<file path="config.mk">
export PLATFORM = sky130hd
export DESIGN_NAME = actuator_responder_flat
export DESIGN_NICKNAME = d
export VERILOG_FILES = /design/src/rtl/actuator_responder_pkg.sv /design/src/rtl/actuator_responder_if.sv /design/src/rtl/actuator_responder_travel_timer.sv /design/src/rtl/actuator_responder.sv /design/src/flat_wrapper.sv
export SDC_FILE = /design/constraint.sdc
export NUM_CORES = 1
export LEC_CHECK = 0
export ABC_AREA = 0
export CAP_MARGIN = 10
export CORE_AREA = 2 2 41 43
export DETAILED_ROUTE_END_ITERATION = 12
export DIE_AREA = 0 0 43 45
export PLACE_DENSITY = 0.78
export SLEW_MARGIN = 20
export SYNTH_ARGS = -nofsm -noshare
export SYNTH_HDL_FRONTEND = slang
export SYNTH_SLANG_ARGS = --single-unit
export TNS_END_PERCENT = 5
</file>
<file path="constraint.sdc">
create_clock -name clk -period 2 [get_ports clk]
set_clock_uncertainty 0.15 [all_clocks]
set_input_delay 0.4 -clock clk [delete_from_list [all_inputs] [get_ports clk]]
set_output_delay 0.4 -clock clk [all_outputs]
set_load 0.005 [all_outputs]
</file>
<file path="src/rtl/actuator_responder_pkg.sv">
// Shared types for the actuator responder: FSM states, Ca command codes
// and the single-bit channel encoding.
package actuator_pkg;

    typedef enum logic [1:0] {
        ST_IDLE  = 2'b00,
        ST_MOVE  = 2'b01,
        ST_DONE  = 2'b10,
        ST_FAULT = 2'b11
    } state_e;

    localparam logic [1:0] CMD_IDLE = 2'b00;
    localparam logic [1:0] CMD_CH1  = 2'b01;
    localparam logic [1:0] CMD_CH2  = 2'b10;
    localparam logic [1:0] CMD_DONE = 2'b11;

    // One bit is enough: a single channel register makes motor_o==11 impossible.
    typedef enum logic {
        CH_1 = 1'b0,
        CH_2 = 1'b1
    } chan_e;

    // Command code that started (and must keep) a move on this channel.
    function automatic logic [1:0] chan_cmd(input chan_e ch);
        return (ch == CH_2) ? CMD_CH2 : CMD_CH1;
    endfunction

    // One-hot motor drive for a channel.
    function automatic logic [1:0] chan_motor(input chan_e ch);
        return (ch == CH_2) ? 2'b10 : 2'b01;
    endfunction

endpackage

</file>
<file path="src/rtl/actuator_responder_if.sv">
// Command/sense bus between the sequencing controller (master) and the
// plant-side actuator responder (slave).
interface actuator_responder_if;
    logic [1:0] ca_i;
    logic       start_i;
    logic       c1_o;
    logic       c2_o;
    logic       i_o;
    logic [1:0] motor_o;
    logic       busy_o;
    logic       done_o;
    logic       err_o;

    modport master (
        output ca_i, start_i,
        input  c1_o, c2_o, i_o, motor_o, busy_o, done_o, err_o
    );

    modport slave (
        input  ca_i, start_i,
        output c1_o, c2_o, i_o, motor_o, busy_o, done_o, err_o
    );
endinterface

</file>
<file path="src/rtl/actuator_responder_travel_timer.sv">
// Loadable down-counter with a zero flag. Load has priority over enable;
// the count holds at zero rather than wrapping.
module travel_timer #(
    parameter int W = 4
) (
    input  logic         clk,
    input  logic         rst_n,
    input  logic         load,
    input  logic [W-1:0] load_val,
    input  logic         en,
    output logic         zero
);

    logic [W-1:0] cnt;

    // Count register: load, else decrement toward zero.
    always_ff @(posedge clk or negedge rst_n) begin
        if (!rst_n)
            cnt <= '0;
        else if (load)
            cnt <= load_val;
        else if (en && (cnt != '0))
            cnt <= cnt - W'(1);
    end

    assign zero = (cnt == '0);

endmodule

</file>
<file path="src/rtl/actuator_responder.sv">
// Plant-side responder for the 2-bit actuator command bus. Runs the
// addressed actuator for TRAVEL_CYCLES cycles and reports sticky
// completion flags plus a synchronised initiate level.
// Optional build macro: ACTUATOR_RESPONDER_TIMEOUT_EN adds an idle
// timeout that forces FAULT when a completed plant sits on an unchanged
// command for TIMEOUT_CYCLES cycles.
module actuator_responder
    import actuator_pkg::*;
#(
    parameter int TRAVEL_CYCLES  = 8,
    parameter int CNT_W          = 4,
    parameter int TIMEOUT_CYCLES = 64
) (
    input  logic clk,
    input  logic rst_n,
    actuator_responder_if.slave bus
);

    // Counter is loaded with N-1 and the move ends on the edge that sees zero,
    // which keeps the motor on for exactly TRAVEL_CYCLES cycles.
    localparam logic [CNT_W-1:0] TRAVEL_LOAD = CNT_W'(TRAVEL_CYCLES - 1);

    state_e state, state_nx;
    chan_e  ch, ch_nx;
    logic   c1, c2, ini;
    logic   c1_nx, c2_nx, ini_nx;
    logic   clr;
    logic   tr_load, tr_en, tr_zero;
    logic   sync1, sync2, start_prev, start_rise;
    logic   fault_to;

    // Two-flop synchroniser plus edge register for the start button.
    always_ff @(posedge clk or negedge rst_n) begin
        if (!rst_n) begin
            sync1      <= 1'b0;
            sync2      <= 1'b0;
            start_prev <= 1'b0;
        end else begin
            sync1      <= bus.start_i;
            sync2      <= sync1;
            start_prev <= sync2;
        end
    end

    assign start_rise = sync2 & ~start_prev;

    travel_timer #(.W(CNT_W)) u_travel (
        .clk      (clk),
        .rst_n    (rst_n),
        .load     (tr_load),
        .load_val (TRAVEL_LOAD),
        .en       (tr_en),
        .zero     (tr_zero)
    );

`ifdef ACTUATOR_RESPONDER_TIMEOUT_EN
    localparam int              TO_W    = $clog2(TIMEOUT_CYCLES + 1);
    localparam logic [TO_W-1:0] TO_LOAD = TO_W'(TIMEOUT_CYCLES - 1);

    logic [1:0] ca_prev;
    logic       to_run, to_zero;

    // Previous command, used to detect a static bus while idle.
    always_ff @(posedge clk or negedge rst_n) begin
        if (!rst_n)
            ca_prev <= CMD_IDLE;
        else
            ca_prev <= bus.ca_i;
    end

    // Runs only while idle with a completed channel and an unchanged command;
    // anything else reloads, so it restarts on every change or IDLE exit.
    assign to_run = (state == ST_IDLE) && (c1 || c2) && (bus.ca_i == ca_prev);

    travel_timer #(.W(TO_W)) u_timeout (
        .clk      (clk),
        .rst_n    (rst_n),
        .load     (!to_run),
        .load_val (TO_LOAD),
        .en       (to_run),
        .zero     (to_zero)
    );

    assign fault_to = to_run && to_zero;
`else
    // Without the timeout IDLE waits indefinitely.
    logic unused_timeout;
    assign unused_timeout = (TIMEOUT_CYCLES == 0);
    assign fault_to       = 1'b0;
`endif

    // State, channel and flag registers.
    always_ff @(posedge clk or negedge rst_n) begin
        if (!rst_n) begin
            state <= ST_IDLE;
            ch    <= CH_1;
            c1    <= 1'b0;
            c2    <= 1'b0;
            ini   <= 1'b0;
        end else begin
            state <= state_nx;
            ch    <= ch_nx;
            c1    <= c1_nx;
            c2    <= c2_nx;
            ini   <= ini_nx;
        end
    end

    // Next-state, travel timer control and flag updates.
    always_comb begin
        state_nx = state;
        ch_nx    = ch;
        c1_nx    = c1;
        c2_nx    = c2;
        clr      = 1'b0;
        tr_load  = 1'b0;
        tr_en    = 1'b0;

        case (state)
            ST_IDLE: begin
                if (bus.ca_i == CMD_CH1 && !c1) begin
                    state_nx = ST_MOVE;
                    ch_nx    = CH_1;
                    tr_load  = 1'b1;
                end else if (bus.ca_i == CMD_CH2 && !c2) begin
                    state_nx = ST_MOVE;
                    ch_nx    = CH_2;
                    tr_load  = 1'b1;
                end else if (bus.ca_i == CMD_DONE) begin
                    state_nx = ST_DONE;
                end else if (fault_to) begin
                    state_nx = ST_FAULT;
                end
            end
            ST_MOVE: begin
                if (bus.ca_i == chan_cmd(ch)) begin
                    if (tr_zero) begin
                        state_nx = ST_IDLE;
                        if (ch == CH_1) c1_nx = 1'b1;
                        else            c2_nx = 1'b1;
                    end else begin
                        tr_en = 1'b1;
                    end
                end else if (bus.ca_i == CMD_IDLE) begin
                    state_nx = ST_IDLE;
                end else begin
                    state_nx = ST_FAULT;
                end
            end
            ST_DONE, ST_FAULT: begin
                if (bus.ca_i == CMD_IDLE) begin
                    state_nx = ST_IDLE;
                    clr      = 1'b1;
                end
            end
            default: state_nx = ST_IDLE;
        endcase

        if (clr) begin
            c1_nx = 1'b0;
            c2_nx = 1'b0;
        end

        // Clear beats a coincident start edge.
        if (clr)             ini_nx = 1'b0;
        else if (start_rise) ini_nx = 1'b1;
        else                 ini_nx = ini;
    end

    assign bus.c1_o    = c1;
    assign bus.c2_o    = c2;
    assign bus.i_o     = ini;
    assign bus.motor_o = (state == ST_MOVE) ? chan_motor(ch) : 2'b00;
    assign bus.busy_o  = (state == ST_MOVE);
    assign bus.done_o  = (state == ST_DONE);
    assign bus.err_o   = (state == ST_FAULT);

endmodule

</file>
<file path="src/flat_wrapper.sv">
// flat-port wrapper written by rule: the top's interface ports become plain ports
module actuator_responder_flat import actuator_pkg::*;
#(
    parameter int TRAVEL_CYCLES  = 8,
    parameter int CNT_W          = 4,
    parameter int TIMEOUT_CYCLES = 64
)
  (clk, rst_n, bus_ca_i, bus_start_i, bus_c1_o, bus_c2_o, bus_i_o, bus_motor_o, bus_busy_o, bus_done_o, bus_err_o);
  actuator_responder_if bus_i ();
  input  logic clk;
  input  logic rst_n;
  input wire logic [$bits(bus_i.ca_i)-1:0] bus_ca_i;
  input wire logic [$bits(bus_i.start_i)-1:0] bus_start_i;
  output wire logic [$bits(bus_i.c1_o)-1:0] bus_c1_o;
  output wire logic [$bits(bus_i.c2_o)-1:0] bus_c2_o;
  output wire logic [$bits(bus_i.i_o)-1:0] bus_i_o;
  output wire logic [$bits(bus_i.motor_o)-1:0] bus_motor_o;
  output wire logic [$bits(bus_i.busy_o)-1:0] bus_busy_o;
  output wire logic [$bits(bus_i.done_o)-1:0] bus_done_o;
  output wire logic [$bits(bus_i.err_o)-1:0] bus_err_o;
  assign bus_i.ca_i = bus_ca_i;
  assign bus_i.start_i = bus_start_i;
  assign bus_c1_o = bus_i.c1_o;
  assign bus_c2_o = bus_i.c2_o;
  assign bus_i_o = bus_i.i_o;
  assign bus_motor_o = bus_i.motor_o;
  assign bus_busy_o = bus_i.busy_o;
  assign bus_done_o = bus_i.done_o;
  assign bus_err_o = bus_i.err_o;
  actuator_responder #(.TRAVEL_CYCLES(TRAVEL_CYCLES), .CNT_W(CNT_W), .TIMEOUT_CYCLES(TIMEOUT_CYCLES)) u_core (.clk(clk), .rst_n(rst_n), .bus(bus_i));
endmodule
</file>
* Word level (Yosys, flattened, before mapping)
Index checks and enable logic that the tools add are counted.
** Operators by class
- Bitwise logic cells :: 2
- Mux-type cells :: 34
- Reductions and logical operators :: 21
- $add $sub $neg :: 1
- Eq/ne operators :: 11
** Operators by type and width (count)
- 1-bit 2-to-1 mux :: 22
- 2-bit 2-to-1 mux :: 9
- 2-bit nonzero test :: 7
- 2-bit == test, second input constant :: 4
- 4-bit 2-to-1 mux :: 2
- 4-bit AND reduction :: 2
- 2-bit case mux with 3 select lines :: 1
- 2-bit by 1-bit == test with 1-bit output, second input constant :: 2
- 2-bit logical NOT :: 2
- 4-bit logical NOT :: 1
- 4-bit by 1-bit != test with 1-bit output, second input constant :: 1
- 4-bit nonzero test :: 1
- 4-bit by 1-bit subtractor with 4-bit output, second input constant :: 1
- 1-bit logical AND :: 3
- 3-bit by 2-bit != test with 1-bit output, second input constant :: 1
- 3-bit AND reduction :: 1
- 2-bit == test :: 1
- 1-bit logical NOT :: 2
- 2-bit by 1-bit != test with 1-bit output, second input constant :: 1
- 2-bit != test, second input constant :: 1
- 2-bit AND reduction :: 1
- 2-bit OR reduction :: 1
- 1-bit AND :: 1
- 1-bit inverter :: 1
** Storage, ports and cells
- Input bits :: 5
- Bits in registers :: 13
- Output and inout port bits :: 8
- Word-level logic and storage cells :: 78

* Depth between registers and ports, before layout
Gate-level depths: netlist of the first run.
- Depth in word-level cells :: 7
- Gate-level depth with buffers :: 6
- Gate-level depth less buffers :: 6

* Cells and area by module
From an unflattened synthesis of the first run, not the netlist that was laid out.
** Second synthesis, totals
- Cells, all modules :: 87
- Area total of the unflattened synthesis :: 843.3 µm²
** By module, submodules not included
- actuator_responder :: cells an instance 60, seq. area each 225.2 µm², area an instance 573.0 µm², times used 1
- travel_timer :: cells an instance 27, seq. area each 100.1 µm², area an instance 270.3 µm², times used 1

* Worst setup path after synthesis of the first run
Ideal clock, no wire load.
- Path type :: flip-flop to flip-flop
- From :: register u_core.u_travel.cnt[0]
- To :: register u_core.state[0]
- Arrival :: 1.516 ns
- Stages on the path, launching flop included :: 7
- Required time :: 1.726 ns
- Slack :: 0.210 ns
- Period minus slack after synthesis :: 1.790 ns
- Buffers on the path :: 0
- Setup time :: 0.124 ns
- Cells stage by stage :: dfrtp_1 inv_1 ha_1 or3b_4 o211ai_4 o211ai_2 a211o_1
** On the way
- Word-level cells in the longest chain between the ends :: 3
** RTL lines
- start, declared :: line actuator_responder_travel_timer.sv:14 : logic [W-1:0] cnt;
- start signal, assigned :: line actuator_responder_travel_timer.sv:21 : cnt <= load_val;
- start signal, assigned :: line actuator_responder_travel_timer.sv:23 : cnt <= cnt - W'(1);
- 4-bit logical NOT :: line actuator_responder_travel_timer.sv:26 : assign zero = (cnt == '0);
- 3-bit by 2-bit != test with 1-bit output (no source line)
- 3-bit AND reduction (no source line)
- end signal, assigned :: line actuator_responder.sv:101 : state <= state_nx;
- end, declared :: line actuator_responder.sv:23 : state_e state, state_nx;
Every way passes these cells.
A chain may end at the register's enable or synchronous reset.

* Final worst setup path of the first run
- From :: register u_core.state[1]
- To :: output port bus_busy_o
** On the way
- Word-level cells in the longest chain between the ends :: 1
** RTL lines
- 2-bit by 1-bit == test with 1-bit output :: line actuator_responder.sv:174 : assign bus.busy_o = (state == ST_MOVE);
- end, declared :: line flat_wrapper.sv:18 : output wire logic [$bits(bus_i.busy_o)-1:0] bus_busy_o;
Every way passes these cells.

==> flow_metrics.env, run 1 <==
export IMPL_initial_utilization_pct=47.6
export IMPL_ys_ff_latch=13
export IMPL_yosys_warnings=0
export IMPL_worst_pin_slew_ps=607
export IMPL_die_x_um=43
export IMPL_grt_first_pass_wirelength_mm=2.54
export IMPL_cp_data_arrival_time_ps=1390
export IMPL_via_count=596
export IMPL_grt_pass1_vias=581
export IMPL_setup_viol_count_final=0
export IMPL_nFillCells=113
export IMPL_die_area_um2=1940
export IMPL_synth_cells=73
export IMPL_hp_start="u_core.sync1"
export IMPL_rsz0062_at_grt="false"
export IMPL_drt_total_wl_mm=1.51
export IMPL_cts_buffers=3
export IMPL_hold_violations=0
export IMPL_io_pins=13
export IMPL_clock_sinks=13
export IMPL_setup_ws_ps=56.5
export IMPL_slew_headroom_pct=59.4
export IMPL_ctsLongestPathBuffers=2
export IMPL_hold_ws_ps=210
export IMPL_synth_simple_gate_area_share_pct=21.4
export IMPL_cp_max_fo=4
export IMPL_diodes=0
export IMPL_post_place_ws_ps=-97.4
export IMPL_min_path_type="flop to flop"
export IMPL_rows=14
export IMPL_p_leak_nw=0.439
export IMPL_mostFrequentLayoutCell="dfrtp_1"
export IMPL_wire_per_inst_um=13.4
export IMPL_timing_final_crit_share_pct=97.2
export IMPL_startpoint_type="flop"
export IMPL_synthAdderAreaFrac_pct=1.79
export IMPL_cap_violations=0
export IMPL_cts_tree="done"
export IMPL_largest_reg_flops=4
export IMPL_coreArea_um2=1470
export IMPL_drc=0
export IMPL_synthMuxAreaShare_pct=4.29
export IMPL_place_gp_congestion=0.750
export IMPL_synth_nets=79
export IMPL_status="completed"
export IMPL_synth_compound_area_share_pct=20.7
export IMPL_syn_area_per_cell_um2=9.60
export IMPL_hpwl_mm=1.09
export IMPL_critPathCaptureType="output pin"
export IMPL_max_freq_mhz=515
export IMPL_regMostFlops="u_core.u_travel.cnt"
export IMPL_synth_top_family_by_area="simple AND/OR/NAND/NOR gates"
export IMPL_syn_area_um2=701
export IMPL_min_period_ps=1940
export IMPL_largestRegisters="u_core.u_travel.cnt (4), u_core.state (2)"
export IMPL_most_common_layout_cells="dfrtp_1, nor2_1, clkdlybuf4s50_1, buf_4"
export IMPL_synth_top_cells_by_area="dfrtp_1, nor2_1, mux2i_1"
export IMPL_cp_required_ps=1450
export IMPL_p_total_mw=1.09
export IMPL_vdd_drop_max_v=0.000565
export IMPL_cts_root_buffer="clkbuf_4"
export IMPL_grtUsageTotal_pct=18.2
export IMPL_setup_tns_ps=0
export IMPL_syn2layout_area_growth_pct=33.2
export IMPL_die_y_um=45
export IMPL_clk_latency_ps=280
export IMPL_portBuffers=12
export IMPL_r2r_slack_ps=140
export IMPL_drive_gt1_share_pct=19.8
export IMPL_viasPerCell=5.32
export IMPL_clkSlewWorstSetupHoldPaths_ps=80
export IMPL_first_pass_iters=4
export IMPL_grt_overflow=0
export IMPL_r2r_start="u_core.u_travel.cnt[0]"
export IMPL_path_class="flop to output pin"
export IMPL_htreeDepth=1
export IMPL_drtIter0Drc=15
export IMPL_grt_max_degree=14
export IMPL_yosysTopAreaCellShare_pct=46.4
export IMPL_yosysUniqueCellTypes=26
export IMPL_finalNetCount=103
export IMPL_slew_viol_final=0
export IMPL_synth_top_area_cell="dfrtp_1"
export IMPL_detail_route_antenna_nets=0
export IMPL_antenna_found_initial=0
export IMPL_p_per_area_nw_per_um2=1170
export IMPL_synth_xor_area_share_pct=1.25
export IMPL_synth_seq_area_share_pct=46.4
export IMPL_crit_start="u_core.state[1]"
[what timing repair did]
| action | 4_1_cts | 5_1_grt |
|---|---|---|
| setup endpoints to repair | 3 | 0 |
| gates resized for setup | 7 | 0 |
| buffers inserted | 1 | 0 |
| hold buffers | 0 | 0 |
[final cells by class]
| cell class | instances | area [µm²] | area share, % |
|---|---|---|---|
| multi-input combinational | 53 | 354 | 37.9 |
| sequential | 13 | 325 | 34.9 |
| timing repair buffer | 21 | 186 | 20.0 |
| clock buffer | 4 | 26.3 | 2.82 |
| inverter | 5 | 21.3 | 2.28 |
| tap | 16 | 20.0 | 2.14 |
[cells in the mapped netlist]
cell	instances
a21boi_0	1
dfrtp_1	13
nor2b_1	2
inv_1	4
inv_2	1
o211ai_1	4
nor3b_2	1
nand2b_1	3
o211ai_4	1
o22a_1	1
and3b_4	1
buf_2	2
xnor2_1	1
nor2_1	11
mux2i_1	3
ha_1	1
nor3_1	2
nand2_1	5
a211o_1	1
o211ai_2	1
or3b_4	1
a21oi_1	5
a31oi_1	1
o21ai_0	4
and2_1	2
o21ai_1	1
[routing by layer]
metal / wire, µm / track usage (%)
met1: 708 / 23.7
met2: 738 / 29.1
met3: 48 / 2.40
met4: 10 / 10.9
met5: 0 / 0
[per-stage QoR]
step                      std cells  utilization (%)  cell area [µm²]
after global placement          107             60.5              891
after floorplan                  73                -              701
final                           112             63.4              933
after global routing            112             63.4              933
after CTS                       112             63.4              933
after detailed placement        107             60.5              891
[path summary, 6_finish.rpt]
| check | cells past startpoint | to |
|---|---|---|
| max | 3 | bus_busy_o |
| min | 0 | u_core.sync2 |
| max reg2reg | 6 | u_core.state[0] |
| min reg2reg | 0 | u_core.sync2 |
| max in group asynchronous | 1 | u_core.start_prev |
| min in group asynchronous | 1 | u_core.u_travel.cnt[2] |
[worst max-delay path, stage by stage (launching register included)]
cell	delay, ps
dfrtp_1	390
nand2b_4	160
inv_4	70
clkdlybuf4s50_1	490
[power breakdown]
part	leakage (nW)	switching, mW	internal (mW)	total [mW]
logic	0.273	0.245	0.278	0.523
registers	0.151	0.0748	0.332	0.407
clock network	0.0150	0.0850	0.0773	0.162
[logic make-up after synthesis]
family,count (synthesis)
and+or+nand+nor,28
AOI/OAI and AO/OA,20
DFF,13
buffers and inverters,7
muxes,3
xor gates and xnor gates,1
adders and majority gates,1
No activity file was read; power rests on OpenSTA's default activity.
==> inputs of run 2 (changes only) <==
--- a/config.mk
+++ b/config.mk
@@ -8,10 +8,10 @@
 export ABC_AREA = 0
 export CAP_MARGIN = 10
 export CORE_AREA = 2 2 41 43
+export CTS_CLUSTER_SIZE = 24
 export DETAILED_ROUTE_END_ITERATION = 12
 export DIE_AREA = 0 0 43 45
 export PLACE_DENSITY = 0.78
-export SLEW_MARGIN = 20
 export SYNTH_ARGS = -nofsm -noshare
 export SYNTH_HDL_FRONTEND = slang
 export SYNTH_SLANG_ARGS = --single-unit
==> results of run 2 <==
No change in the layout: final DEF, timing and power equal those of run 1.
